File: src/rtl/branch_resolve_unit_if.sv
// rtl/branch_resolve_unit_if.sv - branch op, result and redirect channels of the branch resolve unit
interface branch_resolve_unit_if;
    logic        br_valid_i;
    logic        br_ready_o;
    logic [1:0]  br_kind_i;
    logic [2:0]  br_funct3_i;
    logic [31:0] br_pc_i;
    logic [31:0] br_rs1_i;
    logic [31:0] br_rs2_i;
    logic [31:0] br_imm_i;
    logic        br_pred_taken_i;
    logic [31:0] br_pred_target_i;
    logic        res_valid_o;
    logic        res_ready_i;
    logic        res_taken_o;
    logic [31:0] res_target_o;
    logic [31:0] res_link_o;
    logic        res_illegal_o;
    logic        redirect_valid_o;
    logic        redirect_ready_i;
    logic [31:0] redirect_pc_o;

    modport slave (
        input  br_valid_i, br_kind_i, br_funct3_i, br_pc_i, br_rs1_i, br_rs2_i, br_imm_i,
               br_pred_taken_i, br_pred_target_i, res_ready_i, redirect_ready_i,
        output br_ready_o, res_valid_o, res_taken_o, res_target_o, res_link_o, res_illegal_o,
               redirect_valid_o, redirect_pc_o
    );

    modport master (
        output br_valid_i, br_kind_i, br_funct3_i, br_pc_i, br_rs1_i, br_rs2_i, br_imm_i,
               br_pred_taken_i, br_pred_target_i, res_ready_i, redirect_ready_i,
        input  br_ready_o, res_valid_o, res_taken_o, res_target_o, res_link_o, res_illegal_o,
               redirect_valid_o, redirect_pc_o
    );
endinterface

File: src/rtl/branch_resolve_unit.sv
// rtl/branch_resolve_unit.sv - execute-stage branch/jump resolver with fetch redirect and flush
module branch_resolve_unit #(
    parameter int CNT_W = 32
) (
    input  logic                 clk_i,
    input  logic                 rst_n_i,
    input  logic                 flush_i,
    branch_resolve_unit_if.slave bus,
    output logic                 flush_o,
    output logic [CNT_W-1:0]     cnt_br_o,
    output logic [CNT_W-1:0]     cnt_misp_o
);
    typedef enum logic [1:0] {S_IDLE, S_EVAL, S_RESP, S_REDIR} state_t;

    state_t      r_state, w_state_nxt;
    logic [1:0]  r_kind;
    logic [2:0]  r_funct3;
    logic [31:0] r_pc, r_rs1, r_rs2, r_imm, r_pred_target;
    logic        r_pred_taken;
    logic        r_taken, r_illegal, r_misp;
    logic [31:0] r_target, r_link;
    logic [CNT_W-1:0] r_cnt_br, r_cnt_misp;

    logic        w_accept, w_res_fire, w_redir_fire;
    logic [2:0]  w_fn;
    logic        w_f3_ill, w_cmp;
    logic        w_taken, w_ill, w_misp;
    logic [31:0] w_seq_pc, w_tgt, w_next;

    // funct3 -> compare-block fn encoding
    always_comb begin
        w_fn     = 3'b000;
        w_f3_ill = 1'b0;
        case (r_funct3)
            3'b000:  w_fn = 3'b000;
            3'b001:  w_fn = 3'b001;
            3'b100:  w_fn = 3'b011;
            3'b101:  w_fn = 3'b010;
            3'b110:  w_fn = 3'b101;
            3'b111:  w_fn = 3'b110;
            default: w_f3_ill = 1'b1;
        endcase
    end

    always_comb begin
        w_cmp = 1'b0;
        case (w_fn)
            3'b000:  w_cmp = (r_rs1 == r_rs2);
            3'b001:  w_cmp = (r_rs1 != r_rs2);
            3'b011:  w_cmp = ($signed(r_rs1) <  $signed(r_rs2));
            3'b010:  w_cmp = ($signed(r_rs1) >= $signed(r_rs2));
            3'b101:  w_cmp = (r_rs1 <  r_rs2);
            3'b110:  w_cmp = (r_rs1 >= r_rs2);
            default: w_cmp = 1'b0;
        endcase
    end

    always_comb begin
        w_seq_pc = r_pc + 32'd4;
        w_tgt    = r_pc + r_imm;
        w_taken  = 1'b0;
        w_ill    = 1'b0;
        case (r_kind)
            2'b00: begin
                w_taken = w_cmp & ~w_f3_ill;
                w_ill   = w_f3_ill;
            end
            2'b01: w_taken = 1'b1;
            2'b10: begin
                w_taken = 1'b1;
                w_tgt   = (r_rs1 + r_imm) & ~32'd1;
            end
            default: w_ill = 1'b1;
        endcase
        w_next = w_taken ? w_tgt : w_seq_pc;
        w_misp = ~w_ill & ((w_taken != r_pred_taken) | (w_taken & (r_pred_target != w_tgt)));
    end

    always_ff @(posedge clk_i or negedge rst_n_i) begin
        if (!rst_n_i) r_state <= S_IDLE;
        else          r_state <= w_state_nxt;
    end

    // flush_i overrides everything: no ready, no valids, no counting
    always_comb begin
        w_state_nxt          = r_state;
        w_accept             = 1'b0;
        w_res_fire           = 1'b0;
        w_redir_fire         = 1'b0;
        bus.br_ready_o       = 1'b0;
        bus.res_valid_o      = 1'b0;
        bus.redirect_valid_o = 1'b0;
        flush_o              = 1'b0;
        if (flush_i) begin
            w_state_nxt = S_IDLE;
        end else begin
            case (r_state)
                S_IDLE: begin
                    bus.br_ready_o = 1'b1;
                    if (bus.br_valid_i) begin
                        w_accept    = 1'b1;
                        w_state_nxt = S_EVAL;
                    end
                end
                S_EVAL: w_state_nxt = S_RESP;
                S_RESP: begin
                    bus.res_valid_o = 1'b1;
                    if (bus.res_ready_i) begin
                        w_res_fire  = 1'b1;
                        w_state_nxt = r_misp ? S_REDIR : S_IDLE;
                    end
                end
                S_REDIR: begin
                    bus.redirect_valid_o = 1'b1;
                    if (bus.redirect_ready_i) begin
                        w_redir_fire = 1'b1;
                        flush_o      = 1'b1;
                        w_state_nxt  = S_IDLE;
                    end
                end
                default: w_state_nxt = S_IDLE;
            endcase
        end
    end

    always_ff @(posedge clk_i or negedge rst_n_i) begin
        if (!rst_n_i) begin
            r_kind        <= 2'b00;
            r_funct3      <= 3'b000;
            r_pc          <= '0;
            r_rs1         <= '0;
            r_rs2         <= '0;
            r_imm         <= '0;
            r_pred_taken  <= 1'b0;
            r_pred_target <= '0;
            r_taken       <= 1'b0;
            r_illegal     <= 1'b0;
            r_misp        <= 1'b0;
            r_target      <= '0;
            r_link        <= '0;
            r_cnt_br      <= '0;
            r_cnt_misp    <= '0;
        end else begin
            if (w_accept) begin
                r_kind        <= bus.br_kind_i;
                r_funct3      <= bus.br_funct3_i;
                r_pc          <= bus.br_pc_i;
                r_rs1         <= bus.br_rs1_i;
                r_rs2         <= bus.br_rs2_i;
                r_imm         <= bus.br_imm_i;
                r_pred_taken  <= bus.br_pred_taken_i;
                r_pred_target <= bus.br_pred_target_i;
            end
            if (r_state == S_EVAL && !flush_i) begin
                r_taken   <= w_taken;
                r_illegal <= w_ill;
                r_misp    <= w_misp;
                r_target  <= w_next;
                r_link    <= w_seq_pc;
            end
            if (w_res_fire)   r_cnt_br   <= r_cnt_br + 1'b1;
            if (w_redir_fire) r_cnt_misp <= r_cnt_misp + 1'b1;
        end
    end

    assign bus.res_taken_o   = r_taken;
    assign bus.res_target_o  = r_target;
    assign bus.res_link_o    = r_link;
    assign bus.res_illegal_o = r_illegal;
    assign bus.redirect_pc_o = r_target;
    assign cnt_br_o          = r_cnt_br;
    assign cnt_misp_o        = r_cnt_misp;
endmodule

File: src/flat_wrapper.sv
// flat-port wrapper written by rule: the top's interface ports become plain ports
module branch_resolve_unit_flat 
#(
    parameter int CNT_W = 32
)
  (clk_i, rst_n_i, flush_i, flush_o, cnt_br_o, cnt_misp_o, bus_br_valid_i, bus_br_kind_i, bus_br_funct3_i, bus_br_pc_i, bus_br_rs1_i, bus_br_rs2_i, bus_br_imm_i, bus_br_pred_taken_i, bus_br_pred_target_i, bus_res_ready_i, bus_redirect_ready_i, bus_br_ready_o, bus_res_valid_o, bus_res_taken_o, bus_res_target_o, bus_res_link_o, bus_res_illegal_o, bus_redirect_valid_o, bus_redirect_pc_o);
  branch_resolve_unit_if bus_i ();
  input  logic clk_i;
  input  logic rst_n_i;
  input  logic flush_i;
  output logic flush_o;
  output logic [CNT_W-1:0] cnt_br_o;
  output logic [CNT_W-1:0] cnt_misp_o;
  input wire logic [$bits(bus_i.br_valid_i)-1:0] bus_br_valid_i;
  input wire logic [$bits(bus_i.br_kind_i)-1:0] bus_br_kind_i;
  input wire logic [$bits(bus_i.br_funct3_i)-1:0] bus_br_funct3_i;
  input wire logic [$bits(bus_i.br_pc_i)-1:0] bus_br_pc_i;
  input wire logic [$bits(bus_i.br_rs1_i)-1:0] bus_br_rs1_i;
  input wire logic [$bits(bus_i.br_rs2_i)-1:0] bus_br_rs2_i;
  input wire logic [$bits(bus_i.br_imm_i)-1:0] bus_br_imm_i;
  input wire logic [$bits(bus_i.br_pred_taken_i)-1:0] bus_br_pred_taken_i;
  input wire logic [$bits(bus_i.br_pred_target_i)-1:0] bus_br_pred_target_i;
  input wire logic [$bits(bus_i.res_ready_i)-1:0] bus_res_ready_i;
  input wire logic [$bits(bus_i.redirect_ready_i)-1:0] bus_redirect_ready_i;
  output wire logic [$bits(bus_i.br_ready_o)-1:0] bus_br_ready_o;
  output wire logic [$bits(bus_i.res_valid_o)-1:0] bus_res_valid_o;
  output wire logic [$bits(bus_i.res_taken_o)-1:0] bus_res_taken_o;
  output wire logic [$bits(bus_i.res_target_o)-1:0] bus_res_target_o;
  output wire logic [$bits(bus_i.res_link_o)-1:0] bus_res_link_o;
  output wire logic [$bits(bus_i.res_illegal_o)-1:0] bus_res_illegal_o;
  output wire logic [$bits(bus_i.redirect_valid_o)-1:0] bus_redirect_valid_o;
  output wire logic [$bits(bus_i.redirect_pc_o)-1:0] bus_redirect_pc_o;
  assign bus_i.br_valid_i = bus_br_valid_i;
  assign bus_i.br_kind_i = bus_br_kind_i;
  assign bus_i.br_funct3_i = bus_br_funct3_i;
  assign bus_i.br_pc_i = bus_br_pc_i;
  assign bus_i.br_rs1_i = bus_br_rs1_i;
  assign bus_i.br_rs2_i = bus_br_rs2_i;
  assign bus_i.br_imm_i = bus_br_imm_i;
  assign bus_i.br_pred_taken_i = bus_br_pred_taken_i;
  assign bus_i.br_pred_target_i = bus_br_pred_target_i;
  assign bus_i.res_ready_i = bus_res_ready_i;
  assign bus_i.redirect_ready_i = bus_redirect_ready_i;
  assign bus_br_ready_o = bus_i.br_ready_o;
  assign bus_res_valid_o = bus_i.res_valid_o;
  assign bus_res_taken_o = bus_i.res_taken_o;
  assign bus_res_target_o = bus_i.res_target_o;
  assign bus_res_link_o = bus_i.res_link_o;
  assign bus_res_illegal_o = bus_i.res_illegal_o;
  assign bus_redirect_valid_o = bus_i.redirect_valid_o;
  assign bus_redirect_pc_o = bus_i.redirect_pc_o;
  branch_resolve_unit #(.CNT_W(CNT_W)) u_core (.clk_i(clk_i), .rst_n_i(rst_n_i), .flush_i(flush_i), .bus(bus_i), .flush_o(flush_o), .cnt_br_o(cnt_br_o), .cnt_misp_o(cnt_misp_o));
endmodule
File: config.mk
export PLATFORM = sky130hd
export DESIGN_NAME = branch_resolve_unit_flat
export DESIGN_NICKNAME = d
export VERILOG_FILES = /design/src/rtl/branch_resolve_unit_if.sv /design/src/rtl/branch_resolve_unit.sv /design/src/flat_wrapper.sv
export SDC_FILE = /design/constraint.sdc
export NUM_CORES = 1
export LEC_CHECK = 0
export BUFFER_PORTS_ARGS = -buffer_cell sky130_fd_sc_hd__buf_2
export CORE_ASPECT_RATIO = 1.25
export CORE_UTILIZATION = 52
export DETAILED_ROUTE_END_ITERATION = 16
export PLACE_DENSITY = 0.81
export SLEW_MARGIN = 40
export SYNTH_ARGS = -nofsm -noshare
export SYNTH_HDL_FRONTEND = slang
export SYNTH_SLANG_ARGS = --single-unit
File: constraint.sdc
create_clock -name clk_i -period 3.1 [get_ports clk_i]
set_input_delay 0.31 -clock clk_i [delete_from_list [all_inputs] [get_ports clk_i]]
set_output_delay 0.31 -clock clk_i [all_outputs]
set_load 0.02 [all_outputs]
==> metrics <==
status complete, but fails checks; violated checks negative setup slack; drt total wl between 60000 and 70000 µm; chip height ~210 µm; number of global-route vias before repair roughly 19k; hold crit path type in -> reg; Reg area 7480 µm²; design area 26100 µm²; ys flop type dfrtp_1; Cells after Synth 1923; RSZ-0062 raised after global routing true; Multi-input gate area roughly 11000 µm²; slowest cell on the critical path dfrtp_1; FF-to-FF Start u_core.r_imm[4]; FF-to-FF setup slack -0.41 ns; synthesized area roughly 19000 µm²; setup ws final -0.414 ns; Initial Utilization between 50% and 60%; fin crit share 113%; Crit path max-delay family simple AND/OR/NAND/NOR gates; slew margin rel. about 45%; hold worst-path end u_core.r_pc[19]; CTS buffer count 31; GPL Wtd Cong roughly 0.95; placed cell area 22800 µm²; root buf cell clkbuf_16; Reg clk slew, reported paths approximately 0.070 ns; R2R cell count 13; WS Path Type reg -> reg; LEAKAGE ~0.012 µW; flip-flop and latch count after synthesis 299; crit-path cells ha_1, a21o_1, buf_4, o41ai_2, xnor2_1, a21boi_0, buf_4, xor2_1, o21ai_0, nor4_2, nand4_1, nor4_1, nor2_1; HP Start bus_br_pc_i[19]; area growth from synthesis to final layout 38.9%; Syn Area/Cell 9.76 µm²; die area around 37000 µm²; total power roughly 22000 µW; worst skew pair latency between 0.5 and 0.6 ns; Critical Path End Type flip-flop; Slew @ Worst Pin between 0.8 and 0.9 ns; clock share of power between 10% and 20%; setup tns final -6.45 ns; Total Routing Usage GR between 30% and 40%; Filler cells around 2.5k; CTS tree yes; CP Launch Type flip-flop; Post-synth EDFFs 0; # H-tree levels 1; initial antenna violation count 3; vias per cell ~5.8; first-pass GRT wire length around 100000 µm; Non-Filler Instances 3159; DRT Pass-1 Iters 6; r2r endpoint u_core.r_misp; DRC viols 0; Most Frequent Cell on Critical Path buf_4; initial drt markers 1334; Routed Antenna Nets 0; final setup violation count 33; register area share after synthesis about 40%; syn_nets 2196; Die Wd 172 µm; Min-Delay Path Depth 2; # rows 77; maximum clock rate 285 MHz; Peak VDD IR roughly 0.0006 V; Int Pwr ~13000 µW; gr ovfl total 0; pwr/cell area ~860 nW/µm²; hpwl dp about 45000 µm; clk_skew around 0.022 ns; crit path time final 3.51 ns; Synth area leaders dfrtp_1, mux2_2, ha_1; worst path required time 3.56 ns; routed len/inst between 20 and 25 µm; critical path peak fanout 5; biggest area consumer among synthesized cells dfrtp_1; largest net degree at the start of global routing around 130; Port Buf Inserts 337; switching power of the nets 9390 µW; critical path buffer and inverter count 2; asr flop ratio synth 100%; Ports approximately 340; CTS max path bufs 3; Hold Slack about 0.0064 ns; nets roughly 2.9k; Core ar. between 30000 and 40000 µm²; Final Hold Fails 0; max-cap violations 0; share of layout cells above drive strength 1 36.6%; sequential share of power 25.4%; Max Slew Vio Count 0; Placed Cells 2931; Via Count approximately 18k; Yosys top cell area share 39.9%; Synthesis Warnings 0; Gate power share between 50% and 60%; Critical Path AT about 4 ns; clock sink count 299; Synth cell types a little over 100; max incr delay on CP 0.43 ns; sw frac 41.8%
## power by group through the flow
stage          clock network (µW)  logic (µW)  registers (µW)
6_report                     3760       13000            5710
5_1_grt                      3930       14000            5780
4_1_cts                      3780       12500            5640
3_5_place_dp                    0       11600            5710
3_3_place_gp                    0       11400            5650
2_1_floorplan                   0        6670            5920
## kinds of logic after synthesis
family	Yosys count	synth area share, %
AND/OR/NAND/NOR	609	15.8
AO/OA/AOI/OAI	416	15.1
flip-flops	299	39.9
buffers and inverters	180	4.89
XOR/XNOR	160	8.08
multiplexers	158	9.39
adder cells (fa/ha/maj)	101	6.81
## Yosys cell counts (7+ instances only)
cell         n
nor2_1      93
nand2b_1    12
nor4_1      10
a2111oi_0    7
o21ai_0    139
o2111ai_1    7
inv_1       62
buf_1        7
mux2i_1     17
a211oi_1    16
o21a_1      19
a31oi_1      7
a21oi_1     78
and4_1       7
buf_4       34
and2_1      15
clkbuf_8     8
nor2b_1     14
and3_1      34
nand2_1    239
buf_2        7
dfrtp_1    299
o21ai_1     10
ha_1        99
nand4_1     45
o31ai_1      8
a21o_1      24
mux2_2     139
clkbuf_1    55
o211ai_1     7
xnor2_1     90
nand3_1     59
xor2_1      62
nor3_1      37
## cell usage in the layout, fill, tap and decap left out, drive strengths merged, types with 62 or more instances in the layout
| cell | count |
|---|---|
| xnor2 | 90 |
| ha | 99 |
| nand2 | 239 |
| dlygate4sd3 | 156 |
| xor2 | 62 |
| a21oi | 81 |
| inv | 64 |
| nor2 | 93 |
| mux2 | 141 |
| dfrtp | 299 |
| o21ai | 151 |
| buf | 665 |
## worst register-to-register path, delay by kind of cell, from the launching register on
kind / cells / cell delay (ns)
and+or+nand+nor: 4 / 0.94
DFF: 1 / 0.43
buffers and inverters: 2 / 0.31
xor gates and xnor gates: 2 / 0.39
AOI/OAI and AO/OA: 4 / 0.94
adders and majority gates: 1 / 0.39
## timing repair
item                                    CTS  global route
buffers inserted                         12             2
endpoints found under the hold margin   222             0
resized for setup                        96            36
endpoints found under the setup margin   34            34
cloned                                    3             0
pin swaps                                32             5
hold buffers                            156             0
## state kept, by name (all words and copies together) (netlist names)
name and flops:
u_core.bus.res_link_o 32, u_core.cnt_br_o 32, u_core.r_funct3 3, u_core.bus.res_taken_o 1, u_core.r_pc 32, u_core.r_kind 2
u_core.r_state 2, u_core.bus.res_illegal_o 1, u_core.r_rs1 32, u_core.r_pred_taken 1, u_core.bus.redirect_pc_o 32, u_core.r_rs2 32
u_core.r_imm 32, u_core.r_pred_target 32, u_core.cnt_misp_o 32, u_core.r_misp 1
## worst max-delay path by stage
stage	from	to	slack, ns	cells past startpoint
detailed placement	u_core.r_imm[2]	u_core.r_misp	-0.51	13
floorplan	u_core.r_imm[0]	u_core.r_misp	-0.04	13
finish	u_core.r_imm[4]	u_core.r_misp	-0.41	13
CTS	u_core.r_imm[6]	u_core.r_misp	-0.36	13
global route	u_core.r_imm[1]	u_core.r_misp	-0.50	14
global placement	u_core.r_imm[0]	u_core.r_misp	-0.49	14
## stage by stage
step | setup WS [ns] | utilization (%)
after floorplan | -0.0376 | -
after global routing | -0.504 | 73.5
final | -0.414 | 73.5
after CTS | -0.357 | 73.0
after detailed placement | -0.510 | 64.4
after global placement | -0.486 | 64.4
## layer usage
| layer | track usage [%] | part of all wire (%) | routed length, µm |
|---|---|---|---|
| met1 | 41.0 | 37 | 24200 |
| met2 | 61.8 | 50 | 32400 |
| met3 | 5.43 | 7.1 | 4570 |
| met4 | 18.5 | 5.4 | 3470 |
| met5 | 0 | 0.015 | 10 |
## cell type report
| class | count | share of cell area [%] |
|---|---|---|
| multi-input combinational | 1444 | 41.5 |
| inverter | 63 | 0.907 |
| timing repair buffer | 821 | 22.8 |
| tap | 474 | 2.28 |
| clock buffer | 42 | 3.33 |
| clock inverter | 14 | 0.533 |
| sequential | 299 | 28.7 |
| antenna | 2 | 0.0192 |
(Power assumes the default switching activity.)
